<file path="config.mk">
export PLATFORM = sky130hd
export DESIGN_NAME = subservient_loader
export DESIGN_NICKNAME = d
export VERILOG_FILES = /design/src/rtl/subservient_loader.sv
export SDC_FILE = /design/constraint.sdc
export NUM_CORES = 1
export LEC_CHECK = 0
export BUFFER_PORTS_ARGS = -buffer_cell sky130_fd_sc_hd__buf_4
export CAP_MARGIN = 10
export CORE_ASPECT_RATIO = 0.6
export CORE_MARGIN = 5
export CORE_UTILIZATION = 60
export DETAILED_ROUTE_END_ITERATION = 8
export GPL_TIMING_DRIVEN = 1
export PLACE_DENSITY = 0.85
export SYNTH_ARGS = -nofsm -noshare
export SYNTH_HDL_FRONTEND = slang
export SYNTH_SLANG_ARGS = --single-unit
</file>
<file path="constraint.sdc">
create_clock -name i_clk -period 2.9 [get_ports i_clk]
set_clock_uncertainty 0.15 [all_clocks]
set_input_delay 0.58 -clock i_clk [delete_from_list [all_inputs] [get_ports i_clk]]
set_output_delay 0.58 -clock i_clk [all_outputs]
set_load 0.005 [all_outputs]
</file>
<file path="src/rtl/subservient_loader.sv">
// UART (8N1) boot loader for the subservient SoC: receives a 16-bit little-endian
// length followed by that many bytes, writes them to SRAM, then releases the core.
module subservient_loader #(
   parameter int CLKS_PER_BIT = 139,
   parameter int AW           = 10
) (
   input  logic          i_clk,
   input  logic          i_rst,
   input  logic          i_rx,
   output logic [AW-1:0] o_sram_waddr,
   output logic [7:0]    o_sram_wdata,
   output logic          o_sram_wen,
   output logic          o_core_rst,
   output logic          o_err
);

   localparam logic [15:0] HALF_M1 = 16'(CLKS_PER_BIT / 2 - 1);
   localparam logic [15:0] FULL_M1 = 16'(CLKS_PER_BIT - 1);

   typedef enum logic [1:0] {RX_IDLE, RX_START, RX_DATA, RX_STOP} rx_state_t;
   typedef enum logic [1:0] {LD_LEN_LO, LD_LEN_HI, LD_DATA, LD_DONE} ld_state_t;

   logic        rx_p0, rx_p1;
   rx_state_t   rx_state, rx_next;
   logic [15:0] cnt;
   logic [2:0]  bit_cnt;
   logic [7:0]  shift;
   logic        sample;
   logic        rx_valid;

   ld_state_t   ld_state, ld_next;
   logic [15:0] len;
   logic [15:0] idx;

   // Synchronizer stage: rx_p1 is the only view of the line the receiver uses
   always_ff @(posedge i_clk) begin
      if (i_rst) begin
         rx_p0 <= 1'b1;
         rx_p1 <= 1'b1;
      end else begin
         rx_p0 <= i_rx;
         rx_p1 <= rx_p0;
      end
   end

   // Start bit is checked at its mid-point; every later sample is one bit period on
   always_comb begin
      sample = 1'b0;
      case (rx_state)
         RX_START: sample = (cnt == HALF_M1);
         RX_DATA,
         RX_STOP:  sample = (cnt == FULL_M1);
         default:  sample = 1'b0;
      endcase
   end

   always_comb begin
      rx_next = rx_state;
      case (rx_state)
         RX_IDLE:  if (!rx_p1) rx_next = RX_START;
         RX_START: if (sample) rx_next = rx_p1 ? RX_IDLE : RX_DATA;
         RX_DATA:  if (sample && bit_cnt == 3'd7) rx_next = RX_STOP;
         RX_STOP:  if (sample) rx_next = RX_IDLE;
         default:  rx_next = RX_IDLE;
      endcase
   end

   always_ff @(posedge i_clk) begin
      if (i_rst) begin
         rx_state <= RX_IDLE;
         cnt      <= '0;
         bit_cnt  <= '0;
         shift    <= '0;
         rx_valid <= 1'b0;
         o_err    <= 1'b0;
      end else begin
         rx_state <= rx_next;
         cnt      <= (rx_state == RX_IDLE || sample) ? 16'd0 : cnt + 16'd1;
         rx_valid <= (rx_state == RX_STOP) && sample && rx_p1;
         if (rx_state == RX_DATA && sample) begin
            shift   <= {rx_p1, shift[7:1]};
            bit_cnt <= bit_cnt + 3'd1;
         end
         if (rx_state == RX_STOP && sample && !rx_p1)
            o_err <= 1'b1;
      end
   end

   // Loader: only complete, well-framed bytes (rx_valid) move it forward
   always_comb begin
      ld_next = ld_state;
      case (ld_state)
         LD_LEN_LO: if (rx_valid) ld_next = LD_LEN_HI;
         LD_LEN_HI: if (rx_valid) ld_next = ({shift, len[7:0]} == 16'd0) ? LD_DONE : LD_DATA;
         LD_DATA:   if (rx_valid && idx == len - 16'd1) ld_next = LD_DONE;
         default:   ld_next = LD_DONE;
      endcase
   end

   always_ff @(posedge i_clk) begin
      if (i_rst) begin
         ld_state     <= LD_LEN_LO;
         len          <= '0;
         idx          <= '0;
         o_sram_wen   <= 1'b0;
         o_sram_waddr <= '0;
         o_sram_wdata <= '0;
         o_core_rst   <= 1'b1;
      end else begin
         ld_state   <= ld_next;
         o_sram_wen <= 1'b0;
         // Registered from state so the core leaves reset the cycle after DONE entry
         o_core_rst <= (ld_state != LD_DONE);
         if (rx_valid) begin
            case (ld_state)
               LD_LEN_LO: len[7:0]  <= shift;
               LD_LEN_HI: len[15:8] <= shift;
               LD_DATA: begin
                  o_sram_wen   <= 1'b1;
                  o_sram_wdata <= shift;
                  o_sram_waddr <= AW'(idx);
                  idx          <= idx + 16'd1;
               end
               default: ;
            endcase
         end
      end
   end

endmodule

</file>
* Word-level counts from Yosys, hierarchy flattened
Cells that the tools add are included.
** Word-level totals
- Flip-flop bits (word level) :: 87
- Input port bits :: 3
- Output and inout bits :: 21
- Logic and storage cells :: 70
** Operators by class
- $add $sub $neg :: 4
- Equal/unequal tests :: 17
- Mux-type cells :: 13
- Bitwise logic cells :: 1
- Reductions and logical operators :: 19
** Operators with widths (count)
- adder 16 x 1 -> 16 bit, second input constant :: 2
- == test 16 bit :: 1
- == test 16 x 7 -> 1 bit, second input constant :: 1
- == test 16 x 8 -> 1 bit, second input constant :: 1
- zero test 16 bit :: 1
- 2-to-1 mux 2 bit :: 8
- inequality test 2 bit, second input constant :: 8
- subtractor 16 x 1 -> 16 bit, second input constant :: 1
- case mux 2 bit (4 select lines) :: 1
- == test 2 bit, second input constant :: 3
- logical AND 1 bit :: 6
- case mux 2 bit (3 select lines) :: 1
- AND reduction 2 bit :: 3
- OR reduction 2 bit :: 3
- == test 2 x 1 -> 1 bit, second input constant :: 2
- zero test 2 bit :: 2
- AND reduction 4 bit :: 1
- adder 3 x 1 -> 3 bit, second input constant :: 1
- == test 3 bit, second input constant :: 1
- AND reduction 3 bit :: 1
- 2-to-1 mux 1 bit :: 2
- case mux 1 bit (2 select lines) :: 1
- zero test 1 bit :: 1
- logical OR 1 bit :: 1
- NOT 1 bit :: 1

* Logic depth before layout (Yosys ltp)
Gate-level depths: netlist of the first run.
- Depth after elaboration :: 6
- Mapped depth :: 8
- Gate-level depth less buffers :: 8

* Least setup slack after synthesis of the first run
No wires, ideal clock.
- Path type :: register to register
- Start point :: register len[0]
- End point :: register ld_state[0]
- Library setup time :: 0.096 ns
- Arrival :: 2.106 ns
- Required time :: 2.654 ns
- Slack :: 0.549 ns
- Stages on the path, launching flop included :: 9
- Cells stage by stage :: dfxtp_1 > inv_1 > ha_1 > nor4b_4 > nand2_1 > nor3b_1 > a211oi_1 > or4_1 > o41ai_2
** Between the ends
- Cells in the longest elaborated chain, start to end :: 5
- Elaborated cells between the ends (all ways) :: 9
- Classes of those cells :: add/sub (1); eq/ne (2); mux (3); reduce/logical (3)
** Ends and longest elaborated chain
- start: declaration :: RTL line 32 : logic [15:0] len;
- start signal: assignment :: RTL line 116 : LD_LEN_LO: len[7:0] <= shift;
- subtractor 16 x 1 -> 16 bit :: RTL line 95 : LD_DATA: if (rx_valid && idx == len - 16'd1) ld_next = LD_DONE;
- == test 16 bit :: RTL line 95
- logical AND 1 bit :: RTL line 95
- inequality test 2 bit (no source line)
- AND reduction 3 bit (no source line)
- end signal: assignment :: RTL line 110 : ld_state <= ld_next;
- end: declaration :: RTL line 31 : ld_state_t ld_state, ld_next;
Parallel ways exist; a longest one is shown, timed or not. The select of a mux whose other input is x is not followed.
A chain may end at the register's enable or synchronous reset.

* Worst setup path in the final report of the first run
Same ends and word-level chain as after synthesis.

==> qor.txt, run 1 <==
outcome = finished, final reports clean
most common cell after layout, fill and taps aside = dfxtp_1
post-synth net total = 470
CTS Hold Bufs = 0
Design Area, Final = 4330 um2
die height = 72.8 um
first-pass GRT wire length = 14400 um
Worst path slowest cell = or4b_1
Final Power = 2060 uW
initial antenna violation count = 0
pin count of the biggest net entering global routing = 71
Critical Path RT = 3.02 ns
Yosys top cell area share = 0.441
Cells after Synth = 461
Slew @ Worst Pin = 0.855 ns
Clock transition at path regs = 0.09 ns
Synth area leaders = dfxtp_1 44%, nor2_1 6.7%, xnor2_1 6.4%
Synth Cell Area = 3950 um2
sum of negative setup slack = 0 ns
fmax = 375 MHz
Die Footprint = 8350 um2
Final period util = 0.919
CP Launch Type = flop
port bufs = 23
crit path time final = 2.67 ns
CP arrival = 2.79 ns
fraction of layout cells with a size suffix above 1 = 0.103
Post-Route WL = 8680 um
Slew HR = 0.428
GRT Residual Overflow = 0
Max-Cap Viols = 0
Rows = 22
Die Wd = 115 um
WL per Instance = 15.5 um
Residual DRC = 0
Peak VDD IR = 0.000499 V
leakage power = 0.00156 uW
Final Wtd Congestion = 0.882
Area growth, synth to finish = 9.57%
post-CTS sizing = 0
Max Slew Vio Count = 0
count of cell types in the netlist = 46
nature of the critical path endpoint = flop
hpwl dp = 6200 um
dpl cell area = 4130 um2
final hold vios = 0
EDFF count, synth = 0
warning count from the yosys run = 0
average instance area after synthesis = 8.56 um2
Hold Crit Class = input pin to flop
crit path kind = flop to flop
Post-CTS Setup Repair Bufs = 0
count of endpoints failing setup in the final report = 0
Async SR Flop Fraction = 0
Total GRT Usage = 0.220
critical path peak fanout = 6
most frequent cells in the layout = 87 x dfxtp_1, 70 x nor2_1, 60 x nand2_1, 36 x a21oi_1, 29 x xnor2_1
leading area contributor after synthesis = dfxtp_1
first-pass detailed-route iteration total = 4
Worst path max stage delay = 0.55 ns
antenna-violating nets left = 0
initial core utilization = 0.632
Final #Nets = 481
# diodes = 0
TritonCTS buffer count = 9
root buffer cell = clkbuf_8
Worst-Skew Late Latency = 0.36 ns
Sink Count = 87
crit-path cells = inv_1, ha_1, or4b_1, o41ai_1, a21oi_1, a2111o_1, o41ai_2
Via density = 5.71
TritonCTS clock tree = built
unrepaired setup endpoints after global routing = no
number of global-route vias before repair = 2976
Clock Path Buffers = 2
Core Region = 6250 um2
DRT iter0 DRCs = 246
dominant synthesized flop cell = dfxtp_1
DR vias = 3198
power density cells = 476 nW/um2
H-tree depth = 3
I/O pins = 24
sequential share of the synthesized area = 0.441
number of synthesized register bits = 87
## cell type report
class	count	area, um2
Clock buffer	9	124
Clock inverter	6	71.3
Fill cell	491	1920
Inverter	9	33.8
Multi-Input combinational cell	339	2050
Sequential cell	87	1740
Tap cell	84	105
Timing Repair Buffer	26	195
## cell families after synthesis
family                   share of synthesized area
AO/OA/AOI/OAI                               0.0735
XOR/XNOR                                     0.113
adder cells (fa/ha/maj)                     0.0190
buffers and inverters                       0.0384
flip-flops                                   0.441
multiplexers                                0.0456
AND/OR/NAND/NOR                              0.269
## state kept, by name, indices dropped and copies added, names as in the netlist, named ones only
| name | count |
|---|---|
| cnt | 16 |
| idx | 16 |
| len | 16 |
| o_sram_waddr | 10 |
| o_sram_wdata | 8 |
| shift | 8 |
| bit_cnt | 3 |
| ld_state | 2 |
| o_core_rst | 1 |
| o_err | 1 |
| o_sram_wen | 1 |
| rx_p0 | 1 |
| rx_p1 | 1 |
| rx_state | 1 |
| rx_valid | 1 |
## worst max-delay path, delay by kind of cell (launching register included)
| family | cells | cell delay (ns) |
|---|---|---|
| compound gates | 4 | 1.15 |
| fa+ha+maj | 1 | 0.28 |
| buf+inv | 1 | 0.11 |
| flops | 1 | 0.35 |
| simple gates | 1 | 0.55 |
## report_power, final
part	leakage [uW]	internal, uW	switching, uW
Sequential	0.000701	1200	1.97
Clock	0.0000972	400	435
Combinational	0.000758	7.19	20.4
## cells in the mapped netlist (2+ instances only)
cell type and count:
nor2_1 70, nand3_1 17, a31oi_1 3, nor3b_1 3, a21oi_1 36, nand2_1 60
and3_1 8, or2_2 2, inv_1 9, nor3_1 10, xor2_1 22, nor3_2 2
and2_1 2, nor2b_1 4, nand3b_1 6, a211oi_1 2, xnor2_1 29, and4b_1 2
nor4_1 7, nand4_1 9, dfxtp_1 87, o21ai_0 3, buf_6 2, and3b_1 2
ha_1 6, clkbuf_1 21, mux2i_1 18
## through the flow
| stage | setup slack [ns] | hold WS, ns | instances | utilization |
|---|---|---|---|---|
| 2_1_floorplan | 0.549 | 0.239 | 461 | - |
| 3_3_place_gp | 0.404 | 0.241 | 545 | 0.661 |
| 3_5_place_dp | 0.299 | 0.252 | 545 | 0.661 |
| 4_1_cts | 0.260 | 0.226 | 560 | 0.692 |
| 5_1_grt | 0.0872 | 0.217 | 560 | 0.692 |
| 6_report | 0.234 | 0.251 | 560 | 0.692 |
## metal layers
metal  part of all wire  global-route usage
met5                  0                   0
met2               0.43               0.324
met4             0.0058              0.0482
met1               0.48               0.308
met3              0.083              0.0812
## path summary, 6_finish.rpt
kind / cells past startpoint / slack (ns) / from / endpoint
setup / recovery: 7 / 0.23 / len[0]$_SDFFE_PP0P_ / ld_state[0]$_SDFFE_PP0P_
hold / removal: 2 / 0.25 / i_rx / rx_p0$_SDFF_PP1_
setup reg to reg: 7 / 0.23 / len[0]$_SDFFE_PP0P_ / ld_state[0]$_SDFFE_PP0P_
hold reg to reg: 1 / 0.27 / rx_p0$_SDFF_PP1_ / rx_p1$_SDFF_PP1_
(Power assumes the default switching activity.)
==> inputs of run 2 (changes only) <==
Settings changed: PLACE_DENSITY 0.85 to 0.86.
==> qor.txt, run 2 (synthesis results as in run 1) <==
outcome = finished, final reports clean
fmax = 376 MHz
post-CTS sizing = 0
root buffer cell = clkbuf_8
GRT Residual Overflow = 0
Final period util = 0.917
fraction of layout cells with a size suffix above 1 = 0.103
Post-CTS Setup Repair Bufs = 0
Regs by FF count = cnt (16), idx (16), len (16)
TritonCTS buffer count = 9
Clock transition at path regs = 0.09 ns
Placed Cells = 545
Clock Path Buffers = 2
port bufs = 23
Final Wtd Congestion = 0.903
pin count of the biggest net entering global routing = 39
sum of negative setup slack = 0 ns
Slew @ Worst Pin = 0.780 ns
Total GRT Usage = 0.216
# diodes = 0
Critical Path RT = 3.02 ns
Post-Route WL = 8360 um
Core Region = 6250 um2
most frequent cells in the layout = 87 x dfxtp_1, 70 x nor2_1, 60 x nand2_1, 36 x a21oi_1, 29 x xnor2_1
Final Non-Filler Cells = 560
initial antenna violation count = 0
Die Wd = 115 um
initial core utilization = 0.632
Worst path slowest cell = or4b_1
pre-CTS setup slack = 0.284 ns
Hold Crit Class = input pin to flop
nature of the critical path endpoint = flop
TritonCTS clock tree = built
Final Power = 2000 uW
post-route setup slack = 0.240 ns
Residual DRC = 0
Max Slew Vio Count = 0
first-pass GRT wire length = 14300 um
DRT iter0 DRCs = 258
first-pass detailed-route iteration total = 5
Die Footprint = 8350 um2
Via density = 5.76
FILL cells = 500
Slew HR = 0.478
final hold vios = 0
Post-Route Utilization = 0.690
most common cell after layout, fill and taps aside = dfxtp_1
Worst-Skew Late Latency = 0.36 ns
CTS Hold Bufs = 0
DR vias = 3226
critical path peak fanout = 6
I/O pins = 24
hpwl dp = 6010 um
Sink Count = 87
Area growth, synth to finish = 9.16%
WL per Instance = 14.9 um
power density cells = 463 nW/um2
crit-path cells = inv_1, ha_1, or4b_1, o41ai_1, a21oi_1, a2111o_1, o41ai_2
antenna-violating nets left = 0
H-tree depth = 3
CP Launch Type = flop
number of global-route vias before repair = 3019
Rows = 22
crit path kind = flop to flop
die height = 72.8 um
crit path time final = 2.66 ns
Final #Nets = 481
count of endpoints failing setup in the final report = 0
Worst path max stage delay = 0.54 ns
unrepaired setup endpoints after global routing = no
leakage power = 0.00155 uW
Max-Cap Viols = 0
CP arrival = 2.78 ns
Peak VDD IR = 0.000376 V
run 2: critical path: cells and delay by family (launching register included):
kind / cells / cell delay (ns)
and+or+nand+nor: 1 / 0.54
buffers and inverters: 1 / 0.12
DFF: 1 / 0.35
AOI/OAI and AO/OA: 4 / 1.14
adders and majority gates: 1 / 0.26
run 2: final cells by class:
cell class / instances / area (um2) / share of cell area
timing repair buffer: 26 / 195 / 0.0453
sequential: 87 / 1740 / 0.404
inverter: 9 / 33.8 / 0.00784
multi-input combinational: 339 / 2050 / 0.477
clock inverter: 5 / 41.3 / 0.00958
tap: 84 / 105 / 0.0244
clock buffer: 10 / 138 / 0.0319
run 2: final timing paths:
kind / startpoint / end / slack [ns] / cells after the start
max: len[0]$_SDFFE_PP0P_ / ld_state[0]$_SDFFE_PP0P_ / 0.24 / 7
max reg2reg: len[0]$_SDFFE_PP0P_ / ld_state[0]$_SDFFE_PP0P_ / 0.24 / 7
min: i_rx / rx_p0$_SDFF_PP1_ / 0.25 / 2
min reg2reg: rx_p0$_SDFF_PP1_ / rx_p1$_SDFF_PP1_ / 0.27 / 1
run 2: where the power goes:
group	internal, uW	leakage (uW)	switching (uW)	total (uW)
clock	338	0.0000907	432	770
combinational	7.17	0.000758	20.5	27.7
sequential	1200	0.000701	2.11	1200
total	1540	0.00155	454	2000
run 2: layer usage:
metal	GRT usage	share of wire	vias up	wire length (um)
met3	0.0630	0.076	11	638
li1	-	-	1578	-
met1	0.301	0.49	1518	4090
met2	0.320	0.42	119	3520
met4	0.0742	0.013	0	112
met5	0	0	-	0
run 2: stage by stage:
stage | hold WS [ns] | area [um2]
2_1_floorplan | 0.239 | 3950
3_3_place_gp | 0.242 | 4130
3_5_place_dp | 0.254 | 4130
4_1_cts | 0.236 | 4310
5_1_grt | 0.237 | 4310
6_report | 0.254 | 4310
==> inputs of run 3 (changes only) <==
Settings changed: CTS_BUF_LIST set to sky130_fd_sc_hd__clkbuf_16.
==> qor.txt, run 3 (synthesis results as in run 1) <==
outcome = finished, final reports clean
fraction of layout cells with a size suffix above 1 = 0.101
Post-CTS Setup Repair Bufs = 0
grt met3 use = 0.0572
Design Area, Final = 4400 um2
grt peak-use layer = met2
Critical Path Start = len[0]$_SDFFE_PP0P_
Rows = 22
Residual DRC = 0
pre-CTS setup slack = 0.284 ns
post-CTS sizing = 0
Max-Cap Viols = 0
DRT iter0 DRCs = 261
root buffer cell = clkbuf_16
critical path peak fanout = 6
Clock Path Buffers = 2
fmax = 376 MHz
final hold vios = 0
die height = 72.8 um
Core Region = 6250 um2
nature of the critical path endpoint = flop
pin count of the biggest net entering global routing = 39
unrepaired setup endpoints after global routing = no
met1 usage = 0.304
GRT Residual Overflow = 0
Hold Crit Class = flop to flop
antenna-violating nets left = 0
most common cell after layout, fill and taps aside = dfxtp_1
Max Slew Vio Count = 0
count of endpoints failing setup in the final report = 0
Clock transition at path regs = 0.06 ns
DR vias = 3213
Total GRT Usage = 0.218
Via density = 5.74
Register Area = 1740 um2
leakage power = 0.00159 uW
first-pass detailed-route iteration total = 5
Area growth, synth to finish = 11.5%
post-route setup slack = 0.241 ns
hpwl dp = 6010 um
worst hold start = rx_p0$_SDFF_PP1_
crit path to = ld_state[0]$_SDFFE_PP0P_
TritonCTS buffer count = 9
critical register-to-register path startpoint = len[0]$_SDFFE_PP0P_
FF-to-FF End = ld_state[0]$_SDFFE_PP0P_
port bufs = 23
Peak VDD IR = 0.000481 V
crit path time final = 2.66 ns
H-tree depth = 3
WL per Instance = 15.1 um
crit path kind = flop to flop
TritonCTS clock tree = built
power density cells = 517 nW/um2
initial core utilization = 0.632
R2R Setup Slk = 0.24 ns
first-pass GRT wire length = 14500 um
Post-Route WL = 8460 um
Regs by FF count = cnt (16), idx (16), len (16)
Critical Path RT = 3.00 ns
Die Footprint = 8350 um2
Slew @ Worst Pin = 0.782 ns
CP Launch Type = flop
# diodes = 0
Final period util = 0.917
Final #Nets = 481
dpl cell area = 4130 um2
Sink Count = 87
I/O pins = 24
Slew HR = 0.477
multi-input combinational cell area = 2050 um2
worst r2r path cells = 7
CTS Hold Bufs = 0
Final Wtd Congestion = 0.903
initial antenna violation count = 0
sum of negative setup slack = 0 ns
number of global-route vias before repair = 3013
Worst-Skew Late Latency = 0.34 ns
CP arrival = 2.76 ns
FILL cells = 476
most frequent cells in the layout = 87 x dfxtp_1, 70 x nor2_1, 60 x nand2_1, 36 x a21oi_1, 29 x xnor2_1
Die Wd = 115 um
GRT met2 Usage = 0.333
run 3: cell count changes in the layout (fill, tap and decap cells not counted), sizes merged:
cell / delta
clkbuf: -1
clkinv: +1
run 3: how the worst min path moves through the flow:
stage,end,slack [ns],cells after the start
2_1_floorplan,rx_p1$_SDFF_PP1_,0.24,1
3_3_place_gp,rx_p1$_SDFF_PP1_,0.24,1
3_5_place_dp,rx_p1$_SDFF_PP1_,0.25,1
4_1_cts,rx_p0$_SDFF_PP1_,0.27,2
5_1_grt,rx_p0$_SDFF_PP1_,0.28,2
6_report,rx_p1$_SDFF_PP1_,0.26,1
run 3: critical path: stages, from the launching register on:
cell and delay (ns):
dfxtp_1 0.34, inv_1 0.12, ha_1 0.27, or4b_1 0.55
o41ai_1 0.42, a21oi_1 0.14, a2111o_1 0.39, o41ai_2 0.19
run 3: per-layer routing:
layer / up-vias / wire [um]
met5: - / 0
met1: 1514 / 4130
met4: 0 / 141
met3: 18 / 556
met2: 101 / 3640
li1: 1580 / -
run 3: area by class of cell:
type                       count  area share
multi-input combinational    339       0.467
sequential                    87       0.396
clock buffer                   9      0.0512
timing repair buffer          26      0.0444
tap                           84      0.0239
clock inverter                 6      0.0102
inverter                       9     0.00768
run 3: power breakdown:
| part | switching [uW] | internal, uW |
|---|---|---|
| Sequential | 2.09 | 1200 |
| Combinational | 20.5 | 7.17 |
| Clock | 467 | 581 |
| Total | 490 | 1790 |
run 3: per-stage QoR:
step	total power, uW	utilization	cells	hold slack, ns
floorplan	1250	-	461	0.239
global placement	1250	0.661	545	0.242
detailed placement	1250	0.661	545	0.254
CTS	2300	0.704	560	0.266
global route	2360	0.704	560	0.276
finish	2270	0.704	560	0.264
